--- src/rtl/score_counter_bcd.sv ---
// Purpose : registered multi-digit BCD score counter with seven-segment decode and optional high score.
// Latency : 1 cycle from the edge sampling incr/clear to bcd/seg/ovf; hi_bcd trails bcd by one more cycle.
// Backpressure: none; incr is accepted on every edge. At max it wraps (SATURATE=0) or holds (SATURATE=1).
//
// Parameters:
//   DIGITS   - number of BCD digits (1..6)
//   SATURATE - 0 = wrap to zero after all nines, 1 = hold at all nines
//   BLANK_LZ - 1 = blank leading-zero digits on seg (digit 0 always shown)
// Ports:
//   clk    - clock, all state changes on rising edge
//   reset  - asynchronous active-low reset
//   incr   - add one to the score
//   clear  - synchronous zero of the score, wins over incr
//   bcd    - score, digit i at [4i+3:4i], digit 0 = ones
//   seg    - active-low segments, digit i at [7i+6:7i], bit0 = a .. bit6 = g
//   ovf    - one-cycle pulse on wrap, or on an increment refused at max
//   hi_bcd - high score (same packing as bcd); constant 0 unless SCORE_HISCORE_EN is defined
// Optional feature macro: SCORE_HISCORE_EN enables the high-score register and comparator.

module score_counter_bcd #(
  parameter int DIGITS   = 3,
  parameter int SATURATE = 0,
  parameter int BLANK_LZ = 1
) (
  input  logic                  clk,
  input  logic                  reset,
  input  logic                  incr,
  input  logic                  clear,
  output logic [4*DIGITS-1:0]   bcd,
  output logic [7*DIGITS-1:0]   seg,
  output logic                  ovf,
  output logic [4*DIGITS-1:0]   hi_bcd
);

  localparam logic [4*DIGITS-1:0] ALL_NINES = {DIGITS{4'h9}};

  logic [4*DIGITS-1:0] bcd_inc;
  logic                at_max;

  assign at_max = (bcd == ALL_NINES);

  // Ripple-carry BCD increment: each digit rolls 9->0 and passes the carry up.
  // From all nines this yields all zeros, which is exactly the wrap value.
  always_comb begin : inc_chain
    logic carry;
    bcd_inc = bcd;
    carry   = 1'b1;
    for (int i = 0; i < DIGITS; i++) begin
      if (carry) begin
        if (bcd[4*i +: 4] == 4'd9) begin
          bcd_inc[4*i +: 4] = 4'd0;
        end else begin
          bcd_inc[4*i +: 4] = bcd[4*i +: 4] + 4'd1;
          carry             = 1'b0;
        end
      end
    end
  end

  always_ff @(posedge clk or negedge reset) begin
    if (!reset) begin
      bcd <= '0;
      ovf <= 1'b0;
    end else if (clear) begin
      bcd <= '0;
      ovf <= 1'b0;
    end else if (incr) begin
      // ovf flags both the wrap and the refused increment in saturate mode.
      ovf <= at_max;
      if (!(at_max && (SATURATE != 0))) begin
        bcd <= bcd_inc;
      end
    end else begin
      ovf <= 1'b0;
    end
  end

  // Active-low segment codes, bit order g..a.
  function automatic logic [6:0] seg_code(input logic [3:0] d);
    case (d)
      4'd0:    seg_code = 7'b1000000;
      4'd1:    seg_code = 7'b1111001;
      4'd2:    seg_code = 7'b0100100;
      4'd3:    seg_code = 7'b0110000;
      4'd4:    seg_code = 7'b0011001;
      4'd5:    seg_code = 7'b0010010;
      4'd6:    seg_code = 7'b0000010;
      4'd7:    seg_code = 7'b1111000;
      4'd8:    seg_code = 7'b0000000;
      4'd9:    seg_code = 7'b0010000;
      default: seg_code = 7'b1111111;
    endcase
  endfunction

  // Walk from the most significant digit down; a digit is a leading zero
  // until the first nonzero digit has been seen. Digit 0 is always shown.
  always_comb begin : seg_decode
    logic seen;
    seg  = '1;
    seen = 1'b0;
    for (int i = DIGITS - 1; i >= 0; i--) begin
      if (bcd[4*i +: 4] != 4'd0) begin
        seen = 1'b1;
      end
      if ((BLANK_LZ != 0) && !seen && (i != 0)) begin
        seg[7*i +: 7] = 7'b1111111;
      end else begin
        seg[7*i +: 7] = seg_code(bcd[4*i +: 4]);
      end
    end
  end

`ifdef SCORE_HISCORE_EN
  // With every digit held in 0..9, a plain unsigned compare of the packed
  // BCD vectors orders scores exactly like their decimal values.
  always_ff @(posedge clk or negedge reset) begin
    if (!reset) begin
      hi_bcd <= '0;
    end else if (bcd > hi_bcd) begin
      hi_bcd <= bcd;
    end
  end
`else
  assign hi_bcd = '0;
`endif

endmodule

--- config.mk ---
export PLATFORM = sky130hd
export DESIGN_NAME = score_counter_bcd
export DESIGN_NICKNAME = d
export VERILOG_FILES = /design/src/rtl/score_counter_bcd.sv
export SDC_FILE = /design/constraint.sdc
export NUM_CORES = 1
export LEC_CHECK = 0
export ABC_AREA = 1
export BUFFER_PORTS_ARGS = -buffer_cell sky130_fd_sc_hd__buf_2
export CORE_UTILIZATION = 40
export DETAILED_ROUTE_END_ITERATION = 7
export PLACE_DENSITY = 0.67
export SLEW_MARGIN = 25
export SYNTH_ARGS = -nofsm -noshare
export SYNTH_HDL_FRONTEND = slang
export SYNTH_SLANG_ARGS = --single-unit
--- constraint.sdc ---
create_clock -name clk -period 1.4 [get_ports clk]
set_input_delay 0.07 -clock clk [delete_from_list [all_inputs] [get_ports clk]]
set_output_delay 0.07 -clock clk [all_outputs]
set_load 0.02 [all_outputs]
==> results.yml <==
routing:
  vias_per_cell: 4.993
  vias: 1518
  drt_wl_total_um: 4000
  drt-wirelength-per-cell_um: 13.16
  postRouteAntennaNets: 0
  post-route-drc-count: 0
  dr.first_iter.drc_count: 74
  drtPass1Iterations: 4
timing:
  setup_viol: 20
  timing.fmax_mhz: 630.5
  rsz0062_at_grt: "yes"
  fin_crit_sh_pct: 113.3
  clock_skew_ns: 0.001108
  report.final.slew_viol_count: 0
  fin_crit_ns: 1.586
  hold_viol_final: 0
  setup_slack_ns: -0.1862
grt:
  grt-ovfl-total: 0
  grt_pass1_vias: 1275
  grt_util_met2_pct: 35.56
  antenna_found_initial: 0
  grt_max_degree: 14
  grt_busiest_layer: "met2"
  track_usage_pct: 20.93
  grt_pass1_wl_um: 5582
  grt_use_met3_pct: 4.545
  use_met1_pct: 27.36
synth:
  synth_ff_type: "dfrtp_1"
  yosysTopAreaCellShare_pct: 24.44
  ys_seq_elements: 13
  syn_inst: 191
  ys_seq_area_share_pct: 24.44
  synth_top_cell_by_area: "dfrtp_1"
  synth.avg_cell_area_um2: 6.970
  synth_common_cells: "nand2_1, inv_1, o21ai_0"
  ys_warn_count: 0
  syn-cell-area_um2: 1331
  yosys-top-cells-area: "dfrtp_1, ha_1, nand2_1"
  synth.most_common_cell: "nand2_1"
  synth_edf_count: 0
  async_flop_share_pct: 100.0
  synth.distinct_cells: 28
finish:
  num_antenna_cells: 0
  area_growth_pct: 66.54
  final_area_um2: 2217
  multiInputGateArea_um2: 1134
  nets: 280
  drive_gt1_share_pct: 56.92
  seq_area_um2: 335.3
  fillCellCount: 253
critical_path:
  cpMaxStageDelayCell: "dfrtp_2"
  cpPeakStageDelay_ns: 0.44
  crit_fanout: 6
  rrSetupSlack_ns: 0.05
  start_kind: "register"
  criticalPathCategory: "register to primary output"
  critPathCaptureType: "primary output"
  crit_chain: "inv_4 -> ha_4 -> nand2_4 -> inv_4 -> a21oi_4 -> o21ai_1 -> buf_4"
  cp_data_required_time_ns: 1.33
  cp_common_cell: "inv_4"
  cp.arrival_ns: 1.52
floorplan:
  coreArea_um2: 3103
  ioPinCount: 50
  dieArea_um2: 3563
  rows: 20
  start_util_pct: 42.90
  die_w_um: 59.69
  die_y_um: 59.69
clock_network:
  clkTransAtPathRegs_ns: 0.07
  insertion_delay_ns: 0.27
  htreeDepth: 1
  cts_root_buf: "clkbuf_4"
  cts.sinks: 13
  cts_tree: "yes"
  cts_buffers: 3
  max-clock-path-buffers: 2
power_and_ir_drop:
  leakagePower_nw: 1.083
  power_density_nw_per_um2: 1345
  vdd_drop_max_mv: 0.8550
  p_total_w: 0.002982
place:
  dpl.hpwl_um: 2347
  pre_cts_slack_ns: -0.002021
  post_dp_cell_area_um2: 1614
  numPortBuffers: 37
  gp_congestion: 0.8038
run_status:
  violations: "setup timing"
  outcome: "finished with violations"
min_path:
  hold_class: "primary input to register"
flow_run:
  cap_violations: 0
==> cell usage in the layout (no fill, tap or decap), types with 2 or more instances in the layout <==
cell	netlist	routed
a21oi_1	7	4
a21oi_2	0	3
buf_2	3	20
buf_4	12	27
buf_6	0	19
clkbuf_4	0	3
conb_1	1	12
dfrtp_1	13	5
dfrtp_2	0	8
dlygate4sd3_1	0	2
ha_1	15	3
ha_4	0	12
inv_1	22	10
inv_2	4	11
inv_4	0	5
nand2_1	41	31
nand2_2	3	10
nand2_4	2	4
nand3_1	13	11
nand3_2	1	3
nand4_1	4	4
nor2_1	13	10
nor2_2	2	4
nor2_4	1	2
o21ai_0	19	6
o21ai_1	4	10
o21ai_2	2	8
==> path summary, 6_finish.rpt <==
kind                        start  endpoint  cells after the start
max                        bcd[8]    seg[7]                      7
min                          incr       ovf                      3
max reg2reg                bcd[2]    bcd[8]                      6
min reg2reg                bcd[6]    bcd[6]                      2
max in group asynchronous   reset    bcd[6]                      2
min in group asynchronous   reset    bcd[8]                      2
==> cell families (layout without fill, tap and decap cells) <==
logic type / Yosys count / after routing / share of synthesized area (%)
other: 1 / 12 / 0.2817
and+or+nand+nor: 84 / 84 / 29.98
adders and majority gates: 15 / 15 / 14.10
DFF: 13 / 13 / 24.44
buffers and inverters: 41 / 99 / 15.23
AOI/OAI and AO/OA: 37 / 37 / 15.98
==> through the flow <==
step,hold slack (ns),util [%],std cells,setup TNS (ns)
final,0.1271,71.45,304,-2.671
after global routing,0.1200,71.45,304,-4.058
after CTS,0.1153,61.77,296,-2.187
after detailed placement,-0.03018,52.02,281,-0.002021
after global placement,-0.02881,52.02,281,0
after floorplan,-0.2256,-,202,-0.05567
==> per-layer routing <==
layer  share of wire [%]  wire (um)
met1                  42       1668
met5                   0          0
met3                 3.9        156
met4                0.55         22
met2                  54       2153
==> power by group <==
group          switching, W  internal (W)
logic               0.00120       0.00102
clock network      0.000116      0.000111
registers         0.0000965      0.000431
==> layout make-up <==
type	count	area share [%]
well taps	44	2.483
repair buffers	69	25.11
inverters	26	4.966
multi-input cells	148	51.13
flip-flops and latches	13	15.12
clock buffers	4	1.185
==> state kept, by name, summed over array words and instances (netlist names) <==
name / cells
ovf: 1
bcd: 12
==> worst max-delay path, delay by kind of cell (launching register included) <==
kind / cells / cell delay (ns)
compound gates: 2 / 0.27
fa+ha+maj: 1 / 0.17
flops: 1 / 0.44
buf+inv: 3 / 0.28
simple gates: 1 / 0.08
==> what timing repair did <==
item                       CTS  global route
setup endpoints to repair   21            26
hold endpoints to repair    14             0
resized for setup           63            60
hold buffers                 2             0
buffers inserted             9             8
pin swaps                   14            16
No activity file was read; power rests on OpenSTA's default activity.
